--- config.mk ---
export PLATFORM = sky130hd
export DESIGN_NAME = fir_engine_ctrl
export DESIGN_NICKNAME = d
export VERILOG_FILES = /design/src/rtl/fir_engine_ctrl.sv
export SDC_FILE = /design/constraint.sdc
export NUM_CORES = 2
export LEC_CHECK = 0
export CORE_MARGIN = 8
export CORE_UTILIZATION = 55
export DETAILED_ROUTE_END_ITERATION = 16
export GPL_TIMING_DRIVEN = 0
export MAX_ROUTING_LAYER = met4
export PLACE_DENSITY = 0.88
export SYNTH_ARGS = -nofsm -noshare
export SYNTH_HDL_FRONTEND = slang
export SYNTH_SLANG_ARGS = --single-unit
--- constraint.sdc ---
create_clock -name axis_clk -period 11.5 [get_ports axis_clk]
set_input_delay 2.3 -clock axis_clk [delete_from_list [all_inputs] [get_ports axis_clk]]
set_output_delay 2.3 -clock axis_clk [all_outputs]
set_load 0.01 [all_outputs]
--- src/rtl/fir_engine_ctrl.sv ---
// FIR engine sequencer: takes one AXI-Stream sample at a time, shifts it into a
// circular data buffer, runs Tape_Num MACs against the tap RAM and streams the result out.
module fir_engine_ctrl #(
  parameter int pADDR_WIDTH = 12,
  parameter int pDATA_WIDTH = 32,
  parameter int Tape_Num    = 11
) (
  input  logic                   axis_clk,
  input  logic                   axis_rst,
  input  logic                   ap_start,
  input  logic [31:0]            data_length,
  input  logic                   done_clr,
  output logic                   ap_idle,
  output logic                   ap_done,
  output logic                   tlast_err,
  input  logic [pDATA_WIDTH-1:0] ss_tdata,
  input  logic                   ss_tvalid,
  input  logic                   ss_tlast,
  output logic                   ss_tready,
  output logic [pDATA_WIDTH-1:0] sm_tdata,
  output logic                   sm_tvalid,
  output logic                   sm_tlast,
  input  logic                   sm_tready,
  output logic                   tap_EN,
  output logic [pADDR_WIDTH-1:0] tap_A,
  input  logic [pDATA_WIDTH-1:0] tap_Do,
  output logic                   data_EN,
  output logic [3:0]             data_WE,
  output logic [pADDR_WIDTH-1:0] data_A,
  output logic [pDATA_WIDTH-1:0] data_Di,
  input  logic [pDATA_WIDTH-1:0] data_Do
);

  localparam int CW = $clog2(Tape_Num + 1);
  localparam logic [CW-1:0] LAST_IDX = CW'(Tape_Num - 1);
  localparam logic [CW-1:0] TAPS     = CW'(Tape_Num);

  localparam logic [2:0] S_IDLE    = 3'd0;
  localparam logic [2:0] S_CLEAR   = 3'd1;
  localparam logic [2:0] S_WAIT_IN = 3'd2;
  localparam logic [2:0] S_MAC     = 3'd3;
  localparam logic [2:0] S_OUT     = 3'd4;

  logic [2:0]             r_state;
  logic [CW-1:0]          r_cnt;
  logic [CW-1:0]          r_wr_ptr;
  logic [31:0]            r_out_cnt;
  logic [31:0]            r_len;
  logic [pDATA_WIDTH-1:0] r_acc;
  logic                   r_ap_done;
  logic                   r_tlast_err;

  logic                   w_is_last;
  logic                   w_mac_rd;
  logic [CW-1:0]          w_rd_idx;
  logic [pDATA_WIDTH-1:0] w_product;
  logic                   w_done_set;
  logic                   w_done_clr;

  function automatic logic [pADDR_WIDTH-1:0] word_addr(input logic [CW-1:0] idx);
    return pADDR_WIDTH'({idx, 2'b00});
  endfunction

  assign w_is_last = (r_out_cnt == r_len - 32'd1);
  assign w_mac_rd  = (r_state == S_MAC) && (r_cnt < TAPS);
  // Newest sample sits at wr_ptr; tap k pairs with the sample k positions older.
  assign w_rd_idx  = (r_wr_ptr >= r_cnt) ? (r_wr_ptr - r_cnt)
                                         : (r_wr_ptr + TAPS - r_cnt);
  assign w_product = tap_Do * data_Do;

  assign w_done_set = ((r_state == S_CLEAR) && (r_cnt == LAST_IDX) && (r_len == 32'd0)) ||
                      ((r_state == S_OUT) && sm_tready && w_is_last);
  assign w_done_clr = done_clr || ((r_state == S_IDLE) && ap_start);

  always_ff @(posedge axis_clk) begin
    if (axis_rst) begin
      r_state     <= S_IDLE;
      r_cnt       <= '0;
      r_wr_ptr    <= '0;
      r_out_cnt   <= '0;
      r_len       <= '0;
      r_acc       <= '0;
      r_tlast_err <= 1'b0;
    end else begin
      case (r_state)
        S_IDLE: begin
          if (ap_start) begin
            r_len       <= data_length;
            r_tlast_err <= 1'b0;
            r_cnt       <= '0;
            r_wr_ptr    <= '0;
            r_out_cnt   <= '0;
            r_state     <= S_CLEAR;
          end
        end
        S_CLEAR: begin
          if (r_cnt == LAST_IDX) begin
            r_cnt   <= '0;
            r_state <= (r_len == 32'd0) ? S_IDLE : S_WAIT_IN;
          end else begin
            r_cnt <= r_cnt + 1'b1;
          end
        end
        S_WAIT_IN: begin
          if (ss_tvalid) begin
            r_acc <= '0;
            r_cnt <= '0;
            if (ss_tlast != w_is_last) r_tlast_err <= 1'b1;
            r_state <= S_MAC;
          end
        end
        S_MAC: begin
          // RAM data lags the address by one cycle, so accumulation runs k=1..Tape_Num.
          if (r_cnt != '0) r_acc <= r_acc + w_product;
          if (r_cnt == TAPS) begin
            r_cnt    <= '0;
            r_wr_ptr <= (r_wr_ptr == LAST_IDX) ? '0 : r_wr_ptr + 1'b1;
            r_state  <= S_OUT;
          end else begin
            r_cnt <= r_cnt + 1'b1;
          end
        end
        S_OUT: begin
          if (sm_tready) begin
            r_out_cnt <= r_out_cnt + 32'd1;
            r_state   <= w_is_last ? S_IDLE : S_WAIT_IN;
          end
        end
        default: r_state <= S_IDLE;
      endcase
    end
  end

  always_ff @(posedge axis_clk) begin
    if (axis_rst) begin
      r_ap_done <= 1'b0;
    end else if (w_done_set) begin
      r_ap_done <= 1'b1;
    end else if (w_done_clr) begin
      r_ap_done <= 1'b0;
    end
  end

  assign ap_idle   = (r_state == S_IDLE);
  assign ap_done   = r_ap_done;
  assign tlast_err = r_tlast_err;
  assign ss_tready = (r_state == S_WAIT_IN);
  assign sm_tvalid = (r_state == S_OUT);
  assign sm_tlast  = (r_state == S_OUT) && w_is_last;
  assign sm_tdata  = (r_state == S_OUT) ? r_acc : '0;
  assign tap_EN    = w_mac_rd;
  assign tap_A     = w_mac_rd ? word_addr(r_cnt) : '0;

  always_comb begin
    data_EN = 1'b0;
    data_WE = 4'h0;
    data_A  = '0;
    data_Di = '0;
    case (r_state)
      S_CLEAR: begin
        data_EN = 1'b1;
        data_WE = 4'hf;
        data_A  = word_addr(r_cnt);
      end
      S_WAIT_IN: begin
        if (ss_tvalid) begin
          data_EN = 1'b1;
          data_WE = 4'hf;
          data_A  = word_addr(r_wr_ptr);
          data_Di = ss_tdata;
        end
      end
      S_MAC: begin
        if (w_mac_rd) begin
          data_EN = 1'b1;
          data_A  = word_addr(w_rd_idx);
        end
      end
      default: ;
    endcase
  end

endmodule
==> flow_summary.toml <==
[floorplanning]
dieHeight_um = 221
io_pins = 235
die_w_um = 221
die-area_um2 = 48700
num_rows = 75
initial_core_util_pct = 55.3
fp.coreArea_um2 = 41700

[global_route]
grt_start_max_net_pins = 19
grtUsageTotal_pct = 32.6
met2_usage_pct = 49.5
gr-usage-met3_pct = 8.31
grt_pass1_wl_um = 117000
use_met1_pct = 41.2
grt_pass1_vias = 20500
antenna_found_initial = 1
overflow = 0
grt-busiest-layer = "met2"

[drt]
via_count = 19400
viasPerCell = 5.59
wl_per_cell_um = 21.7
routed_wl_um = 75300
first_iter_violations = 1617
ant_nets = 0
drt-pass1-iter-count = 10
route.detailed.drc = 0

[setup_path]
path_buf_inv = 8
critPathMaxStageDelay_ns = 0.99
crit_path_end_kind = "register"
crit_family = "adder cells"
path_max_fanout = 10
arrival_ns = 11.54
startpoint_type = "input pin"
slowest_stage = "clkdlybuf4s50_1"
worstPathRequired_ns = 11.75
crit_path_frequent_cell = "fa_1"
path_class = "input pin to register"
ff2ff_setup_slack_ns = 3.57

[logic_synthesis]
netlist_top_cells_area = "fa_1, and2_1, dfxtp_1"
synthMuxAreaShare_pct = 0.222
synth_largest_area_cell = "fa_1"
synth_ff_type = "dfxtp_1"
synth_enable_flop_cells = 0
ys_ff_latch = 109
synth-simple-area-share_pct = 21.3
yosys.area_share.adder_pct = 45.8
ys_types = 69
synth_xor_xnor_area_share_pct = 6.04
avgSynthCellArea_um2 = 8.59
yosysTopAreaCellShare_pct = 38.3
seq_area_frac_synth_pct = 9.46
syn_area_um2 = 23100
synthArstFlopShare_pct = 0
synth_warnings = 0
synth-compound-area-share_pct = 5.91
synth_top_family_by_area = "adder cells"
synthCells = 2686

[finish]
final_layout_size_suffix_gt1_share_pct = 1.64
final_cell_mix = "inv_1, fa_1, and2_1, nand2_1, clkdlybuf4s50_1"
nets = 3636
mostFrequentLayoutCell = "inv_1"
seq_area_um2 = 2180
multi_input_area_um2 = 18400
areaGrowthSynthToFinish_pct = 13.5
fill_cells = 3530

[timing]
max_slew_margin_pct = 19.2
setup_violations = 0
fin_crit_sh_pct = 98.1
fin_tns_setup_ns = 0
slew_violations = 0
worst_slew_pin_slew_ns = 1.21
period_needed_ns = 11.28
hold_viol_final = 0
rsz0062_at_grt = "false"
fin_skew_ns = 0.0105
fmax_ghz = 0.0886

[cts]
h-tree-depth = 3
insertion_delay_ns = 0.36
ctsResizeCount = 0
cts_tree = "built"
cts_hold_buf = 0
cts_num_sinks = 109
root_buffer = "clkbuf_16"
cts.clk_slew.worst_paths_ns = 0.07
cts_setup_buffers = 0
clock_path_buffers = 2
numCtsBuffers = 9

[place]
io_buffers = 209
place.gp.congestion = 1.02
dpl.hpwl_um = 64100

[hold_path]
hp-class = "register to register"

[run]
drv_cap = 0

[status]
outcome = "complete, no violations"
## metrics by stage
| step | std cells | util, % | hold WS (ns) | setup slack (ns) | area [µm²] |
|---|---|---|---|---|---|
| final | 3468 | 62.8 | 0.467 | 0.215 | 26200 |
| after global routing | 3465 | 62.8 | 0.479 | 0.0910 | 26200 |
| after CTS | 3464 | 62.8 | 0.467 | 0.418 | 26200 |
| after detailed placement | 3449 | 62.1 | 0.449 | 0.0935 | 25900 |
| after global placement | 3449 | 62.1 | 0.455 | 0.186 | 25900 |
| after floorplan | 2701 | - | 0.439 | 2.51 | 23100 |
## final timing paths
| kind | start | endpoint | cells after the start |
|---|---|---|---|
| worst min register to register | tlast_err | tlast_err | 2 |
| worst max-delay path | data_Do[6] | r_acc[31] | 27 |
| worst max register to register | r_acc[18] | r_acc[31] | 24 |
| worst min-delay path | tlast_err | tlast_err | 2 |
## state kept, by name (all words and copies together), names as in the netlist
register / cells
r_wr_ptr: 4
r_state: 3
ap_done: 1
r_acc: 32
r_cnt: 4
r_len: 32
tlast_err: 1
r_out_cnt: 32
## cell type report
class                      instances  area share (%)
clock inverter                     6           0.191
timing repair buffer             209            7.99
buffer                           146            2.38
multi-input combinational       1924            70.1
antenna                            4          0.0383
sequential                       109            8.34
inverter                         522            7.49
tap                              539            2.58
clock buffer                       9           0.861
## metal layers
layer / up-vias / share of wire (%) / wire (µm)
met1: 9596 / 39 / 29500
met5: - / 0 / 0
met3: 210 / 11 / 8190
li1: 8558 / - / -
met4: 0 / 5.1 / 3820
met2: 1036 / 45 / 33800
## tightest hold or removal path, delay by kind of cell, from the launching register on
kind / cells / cell delay (ns)
AO/OA/AOI/OAI: 1 / 0.05
buffers and inverters: 1 / 0.05
flip-flops: 1 / 0.32
## Yosys cell counts (all sizes together), types with 3 or more instances
master and instances:
o21bai 3, xnor2 100, o21a 4, a22oi 22, and2 356, nor4 11
dfxtp 109, nand4 12, a31oi 7, nor3b 3, buf 26, a22o 3
nor2 105, nand3 27, o2111ai 4, nand3b 4, mux2i 4, a21o 17
xor2 59, a222oi 3, clkbuf 120, nand2 319, and4 10, and3 39
nor3 20, fa 441, or4 5, nor2b 8, inv 522, a21oi 75
or2 3, a2111oi 3, o21ai 38, or3 15, o31ai 3, ha 139
a211oi 10, nand2b 7
## cells by family after synthesis
group                    after synthesis
adder cells (fa/ha/maj)              580
buffers and inverters                668
flip-flops                           109
AND/OR/NAND/NOR                      951
XOR/XNOR                             159
AO/OA/AOI/OAI                        213
other                                  1
multiplexers                           5
Power is left out: the tool's default activity adds up to more than one toggle a clock period on the data nets, which glitch-free logic cannot reach.
